File: config.mk
export PLATFORM = sky130hd
export DESIGN_NAME = clint_reg_arbiter
export DESIGN_NICKNAME = d
export VERILOG_FILES = /design/src/rtl/clint_pkg.sv /design/src/rtl/rr_pick.sv /design/src/rtl/clint_reg_arbiter.sv
export SDC_FILE = /design/constraint.sdc
export NUM_CORES = 1
export LEC_CHECK = 0
export ABC_CLOCK_PERIOD_IN_PS = 2600
export BUFFER_PORTS_ARGS = -buffer_cell sky130_fd_sc_hd__buf_2
export CAP_MARGIN = 20
export CORE_AREA = 2 2 204 206
export CTS_BUF_LIST = sky130_fd_sc_hd__clkbuf_4 sky130_fd_sc_hd__clkbuf_8
export CTS_CLUSTER_DIAMETER = 50
export DETAILED_ROUTE_END_ITERATION = 7
export DIE_AREA = 0 0 206 208
export MAX_ROUTING_LAYER = met4
export SYNTH_ARGS = -nofsm -noshare
export SYNTH_HDL_FRONTEND = slang
export SYNTH_SLANG_ARGS = --single-unit
export TNS_END_PERCENT = 1
File: constraint.sdc
create_clock -name clk_i -period 2.6 [get_ports clk_i]
set_input_delay 0 -clock clk_i [delete_from_list [all_inputs] [get_ports clk_i]]
set_output_delay 0 -clock clk_i [all_outputs]
set_load 0.02 [all_outputs]
File: src/rtl/clint_pkg.sv
// Shared types and default widths for the CLINT register-port arbiter.
package clint_pkg;

  localparam int unsigned ClintAddrWidth = 64;
  localparam int unsigned ClintDataWidth = 64;

  typedef enum logic [1:0] {
    IDLE  = 2'd0,
    ISSUE = 2'd1,
    RESP  = 2'd2
  } arb_state_e;

endpackage

File: src/rtl/rr_pick.sv
// Combinational round-robin picker: first set bit of req at or above ptr, with wrap.
module rr_pick #(
  parameter int unsigned NumReq = 2,
  parameter int unsigned IdxW   = (NumReq > 1) ? $clog2(NumReq) : 1
) (
  input  logic [NumReq-1:0] req,
  input  logic [IdxW-1:0]   ptr,
  output logic [IdxW-1:0]   winner,
  output logic              any_valid
);

  logic [NumReq-1:0] rot;
  logic [IdxW-1:0]   off;

  // Rotate so ptr sits at bit 0, find the lowest set bit, then rotate the index back.
  always_comb begin
    rot       = '0;
    off       = '0;
    any_valid = 1'b0;
    for (int i = 0; i < int'(NumReq); i++)
      rot[i] = req[(i + int'(ptr)) % int'(NumReq)];
    for (int i = int'(NumReq) - 1; i >= 0; i--) begin
      if (rot[i]) begin
        off       = IdxW'(i);
        any_valid = 1'b1;
      end
    end
    winner = IdxW'((int'(off) + int'(ptr)) % int'(NumReq));
  end

endmodule

File: src/rtl/clint_reg_arbiter.sv
// Shares one CLINT register port between NumReq requesters, one transaction at a time:
// accept -> one-cycle issue -> held response until the owner takes it.
module clint_reg_arbiter
  import clint_pkg::*;
#(
  parameter int unsigned NumReq    = 2,
  parameter int unsigned AddrWidth = ClintAddrWidth,
  parameter int unsigned DataWidth = ClintDataWidth
) (
  input  logic                          clk_i,
  input  logic                          rst_i,
  input  logic [NumReq-1:0]             req_valid_i,
  output logic [NumReq-1:0]             req_ready_o,
  input  logic [NumReq-1:0]             req_we_i,
  input  logic [NumReq*AddrWidth-1:0]   req_addr_i,
  input  logic [NumReq*DataWidth-1:0]   req_wdata_i,
  output logic [NumReq-1:0]             rsp_valid_o,
  input  logic [NumReq-1:0]             rsp_ready_i,
  output logic [DataWidth-1:0]          rsp_rdata_o,
  output logic [AddrWidth-1:0]          address_o,
  output logic                          en_o,
  output logic                          we_o,
  output logic [DataWidth-1:0]          data_o,
  input  logic [DataWidth-1:0]          data_i
);

  localparam int unsigned IdxW = (NumReq > 1) ? $clog2(NumReq) : 1;

  arb_state_e            state_q, state_d;
  logic [IdxW-1:0]       rr_ptr_q, idx_q, winner, next_ptr;
  logic                  any_valid, accept, we_q;
  logic [AddrWidth-1:0]  addr_q;
  logic [DataWidth-1:0]  wdata_q, rdata_q;

  rr_pick #(.NumReq(NumReq), .IdxW(IdxW)) u_pick (
    .req       (req_valid_i),
    .ptr       (rr_ptr_q),
    .winner    (winner),
    .any_valid (any_valid)
  );

  assign accept   = (state_q == IDLE) && any_valid;
  assign next_ptr = IdxW'((int'(winner) + 1) % int'(NumReq));

  always_ff @(posedge clk_i) begin
    if (rst_i) state_q <= IDLE;
    else       state_q <= state_d;
  end

  always_comb begin
    state_d = state_q;
    unique case (state_q)
      IDLE:    if (any_valid) state_d = ISSUE;
      ISSUE:   state_d = RESP;
      RESP:    if (rsp_ready_i[idx_q]) state_d = IDLE;
      default: state_d = IDLE;
    endcase
  end

  // Payload is sampled only at accept; the requester holds it stable until then.
  always_ff @(posedge clk_i) begin
    if (rst_i) begin
      rr_ptr_q <= '0;
      idx_q    <= '0;
      we_q     <= 1'b0;
      addr_q   <= '0;
      wdata_q  <= '0;
      rdata_q  <= '0;
    end else begin
      if (accept) begin
        rr_ptr_q <= next_ptr;
        idx_q    <= winner;
        we_q     <= req_we_i[winner];
        addr_q   <= req_addr_i[winner*AddrWidth +: AddrWidth];
        wdata_q  <= req_wdata_i[winner*DataWidth +: DataWidth];
      end
      if (state_q == ISSUE) rdata_q <= we_q ? '0 : data_i;
    end
  end

  // Everything is forced quiet while reset is asserted, even mid-transaction.
  always_comb begin
    req_ready_o = '0;
    rsp_valid_o = '0;
    rsp_rdata_o = '0;
    en_o        = 1'b0;
    we_o        = 1'b0;
    address_o   = '0;
    data_o      = '0;
    if (!rst_i) begin
      unique case (state_q)
        IDLE:    if (any_valid) req_ready_o[winner] = 1'b1;
        ISSUE: begin
          en_o      = 1'b1;
          we_o      = we_q;
          address_o = addr_q;
          data_o    = wdata_q;
        end
        RESP: begin
          rsp_valid_o[idx_q] = 1'b1;
          rsp_rdata_o        = rdata_q;
        end
        default: ;
      endcase
    end
  end

endmodule

* Yosys cells after proc, flatten, opt, wreduce, memory -nomap -nowiden *
Cells that the tools add are included.
Widths: inputs -> output; s select.

word-level totals
  word-level logic and storage cells = 63
  memories = 0
  bits of input ports = 328
  latch bits = 0
  bits in read-only memories = 0
  register bits after elaboration = 197
  memory bits (writable) = 0
  output and inout bits = 198

operators by class
  $lt $le $gt $ge = 6
  equality and inequality tests = 4
  div/mod/pow operators = 0
  add/subtract/negate cells = 3
  shift-type cells = 2
  mux-type cells = 35
  multipliers = 0
  bitwise gates (word level) = 1
  reduce and logical (&&, ||, !) cells = 5

operator list
  cell                 count
  $mux 64              7
  $shiftx 128x8->64    2
  $mux 1               18
  $mux 2               7
  $lt 1x2->1 const B   3
  $pmux 2 s3           1
  $ne 2x2->1 const B   2
  $logic_and 1x1->1    3
  $lt 2x3->1 const B   1
  $demux 1 s1          2
  $eq 2x1->1 const B   1
  $eq 2x2->1 const B   1
  $ge 1x1->1 const B   2
  $logic_not 2->1      1
  $reduce_and 2->1     1
  $add 1x1->1          1
  $add 1x1->1 const A  1
  $add 1x1->1 const B  1
  $and 1x1->1 const A  1

* Longest topological paths before layout *
  depth after elaboration = 15
  mapped depth = 6
  depth with buffers taken out = 3

* Cells and area by module *
From an unflattened synthesis, not the netlist that was laid out.

second synthesis, totals
  cell total of the unflattened synthesis = 963
  area, all modules = 9241.4 um2

modules (own cells, without submodules)
  module             cells an instance  area each (um2)  seq. area each (um2)  times used
  clint_reg_arbiter  960                9220.1           3943.8                1
  rr_pick            3                  21.3             0.0                   1

* Worst setup path before layout *
OpenSTA, ideal clock, no wires.

  kind = flip-flop to output port
  from = reg state_q[1]
  to = out req_ready_o[1]
  path slack = 1.038 ns
  arrival time = 1.562 ns
  data required time = 2.600 ns
  buffers on the path = 3
  cell stages (with the launch flop) = 6
  cell sequence = dfxtp_1 -> buf_6 -> or3b_1 -> buf_6 -> buf_6 -> nor3_1

between the ends
  cells in the longest elaborated chain, start to end = 3

ends and longest elaborated chain
  element                 RTL line                 RTL
  from (decl)             clint_reg_arbiter.sv:29  arb_state_e state_q, state_d;
  from (signal assigned)  clint_reg_arbiter.sv:47  else state_q <= state_d;
  $logic_not 2->1         clint_reg_arbiter.sv:91  unique case (state_q)
  $mux 2                  clint_reg_arbiter.sv:91
  $mux 2                  clint_reg_arbiter.sv:90  if (!rst_i) begin
  to (decl)               clint_reg_arbiter.sv:13  output logic [NumReq-1:0] req_ready_o,

Every way passes these cells.

* Worst setup path after layout *
  from = reg state_q[1]
  to = reg wdata_q[0]

between the ends
  cells in the longest elaborated chain, start to end = 2

ends and longest elaborated chain
  element               RTL line                 RTL
  $logic_not 2->1       clint_reg_arbiter.sv:42  assign accept = (state_q == IDLE) && any_valid;
  $logic_and 1x1->1     clint_reg_arbiter.sv:42
  to (signal assigned)  clint_reg_arbiter.sv:75  wdata_q <= req_wdata_i[winner*DataWidth +: DataWidth];
  to (decl)             clint_reg_arbiter.sv:33  logic [DataWidth-1:0] wdata_q, rdata_q;

Every way passes these cells.
A chain may end at the register's enable or synchronous reset.

==> impl_metrics.yaml <==
synthesis:
  avgSynthCellArea_um2: 8.98
  synth-seq-cells: 197
  synth_common_cells: "dfxtp_1 (197), and2_1 (194), nand3_1 (98), clkbuf_1 (83), a221o_1 (80)"
  synth_top_area_share: 0.401
  ys_seq_area_frac: 0.401
  syn_inst: 1096
  postSynth.asyncResetShare: 0
  ys_warn_count: 0
  yosysUniqueCellTypes: 26
  synth_most_common_cell: "dfxtp_1"
  synthFlopType: "dfxtp_1"
  synth-edff-count: 0
  synth_area_leader_cell: "dfxtp_1"
  syn_nets: 1424
  netlist_area_um2: 9840
  synth_area_leaders: "dfxtp_1 (40%), and2_1 (12%), a221o_1 (8.1%)"
detailed_routing:
  antenna_left: 0
  viasPerCell: 4.94
  wirelength_mm: 43.3
  via_count: 11900
  drc: 0
  dr.pass1.iters: 6
  drt_iter0_drc: 996
  wire_per_inst_um: 18.0
layout:
  final_area_um2: 16700
  fin_util: 0.411
  nets: 2189
  area_growth_pct: 69.2
  final_cells: 2413
  layout-drive-gt1-share: 0.346
global_routing:
  grt_max_degree: 96
  grt_use_total: 0.200
  grtUsageMet3: 0.0398
  antenna_found_initial: 6
  use_met2: 0.323
  grt.met1_usage: 0.240
  busiest_layer: "met2"
  grt_pass1_vias: 11700
  grt_overflow: 0
  grt_pass1_wl_mm: 64.9
pwr:
  powerDensity_nw_per_um2: 464
  peakVddDrop_uv: 295
  total_power_mw: 7.73
  p_leak_nw: 7.46
sta:
  fin_skew_ps: 12.0
  setup_viol: 0
  tightest_slew_ps: 748
  whs_ps: 135
  finalHoldViolations: 0
  finalCritPeriodShare: 0.934
  rsz0062_at_grt: "false"
  fmax_ghz: 0.412
  slew_violations: 0
  max_slew_margin: 0.501
  fin_crit_ps: 2430
  setup_slack_ps: 170
  fin_setup_tns_ps: 0
floorplanning:
  core_um2: 40600
  boundaryPins: 526
  start_util: 0.243
  dieArea_um2: 42800
  row_count: 74
  die_h_um: 208
  fp.dieW_um: 206
outcome:
  outcome: "finished clean"
clock_tree:
  cts_setup_buffers: 0
  clkLatencyLatePin_ps: 540
  cts_max_level: 4
  cts_tree: "built"
  cts_buffer_depth: 2
  clkTransAtPathRegs_ps: 110
  cts_made_buffers: 17
  clockRootBuffer: "clkbuf_8"
  clock_sinks: 197
job:
  maxCapViolCount: 0
place:
  place_congestion: 0.916
  post-place-ws_ps: 719
  numPortBuffers: 525
  place_area_um2: 12900
  placed_cells: 2046
  dp_hpwl_mm: 27.4
critical_path:
  cp-start-kind: "flop"
  crit_fanout: 19
  slowest_stage: "dfxtp_1"
  cp_top_family: "buffers and inverters"
  arrival_ps: 2870
  critPathMaxStageDelay_ps: 570
  crit_required_ps: 3040
  worstPathCellList: "or3b_4 > buf_4 > nor4b_1 > a221o_1 > dlygate4sd3_1"
  path_class: "reg2reg"
  critical_path_buf_inv_count: 2
  worst_setup_path_end_kind: "flop"
hold_path:
  hold_class: "in2reg"
[final timing paths]
path | start | endpoint | slack (ps) | cells past startpoint
max | state_q[1] | wdata_q[0] | 170 | 5
max reg2reg | state_q[1] | wdata_q[0] | 170 | 5
min reg2reg | rdata_q[60] | rdata_q[60] | 450 | 2
min | req_valid_i[0] | idx_q | 140 | 4
[tightest hold or removal path, cell delays in order]
cell and delay [ps]:
buf_2 180, or2_2 180, a21oi_1 70, a211oi_1 200
[sequential cells by signal (all words and copies together) (netlist names)]
name,count
rdata_q,64
wdata_q,64
idx_q,1
rr_ptr_q,1
addr_q,64
we_q,1
state_q,2
[final cells by class]
type | instances | area [µm²]
multi-input cells | 768 | 5370
fillers | 3948 | 23900
well taps | 532 | 666
clock buffers | 19 | 262
clock inverters | 13 | 149
diodes | 7 | 17.5
flip-flops and latches | 197 | 3940
repair buffers | 877 | 6250
[cell families (layout without fill, tap and decap cells)]
group | Yosys count | count (layout) | synth area share
multiplexers | 1 | 1 | 0.00102
buffers and inverters | 131 | 909 | 0.0615
AND/OR/NAND/NOR | 520 | 520 | 0.364
flip-flops | 197 | 197 | 0.401
other | 0 | 7 | 0
AO/OA/AOI/OAI | 247 | 247 | 0.173
[repair_timing]
action / 4_1_cts / 5_1_grt
endpoints found under the hold margin: 196 / 0
hold buffers: 328 / 0
setup endpoints to repair: 0 / 25
gates resized for setup: 0 / 2
[per-layer routing]
layer  wire length, µm  vias up  share of wire
met5                 0        -              0
met4              1680        0          0.039
met3              2650      109          0.061
met2             20900      561           0.48
met1             18100     5720           0.42
li1                  -     5522              -
[placed cells by master, fill, tap and decap left out, types with 4 or more instances in the layout]
cell,count
clkinvlp_4,4
buf_12,12
dlygate4sd3_1,328
a221o_1,80
o21ai_0,49
and2_1,194
nand3_1,98
nand3b_1,65
nand2_1,64
diode_2,7
dfxtp_1,197
clkbuf_8,20
a31oi_1,49
a21oi_1,66
nor4b_2,53
nor4b_1,27
buf_2,524
buf_4,12
[where the power goes]
group          internal [mW]  switching, mW  total [mW]
Clock                  0.918           1.28        2.20
Combinational           1.08          0.985        2.07
Sequential              3.30          0.165        3.46
Note: power is estimated with default switching activity, not from simulation.
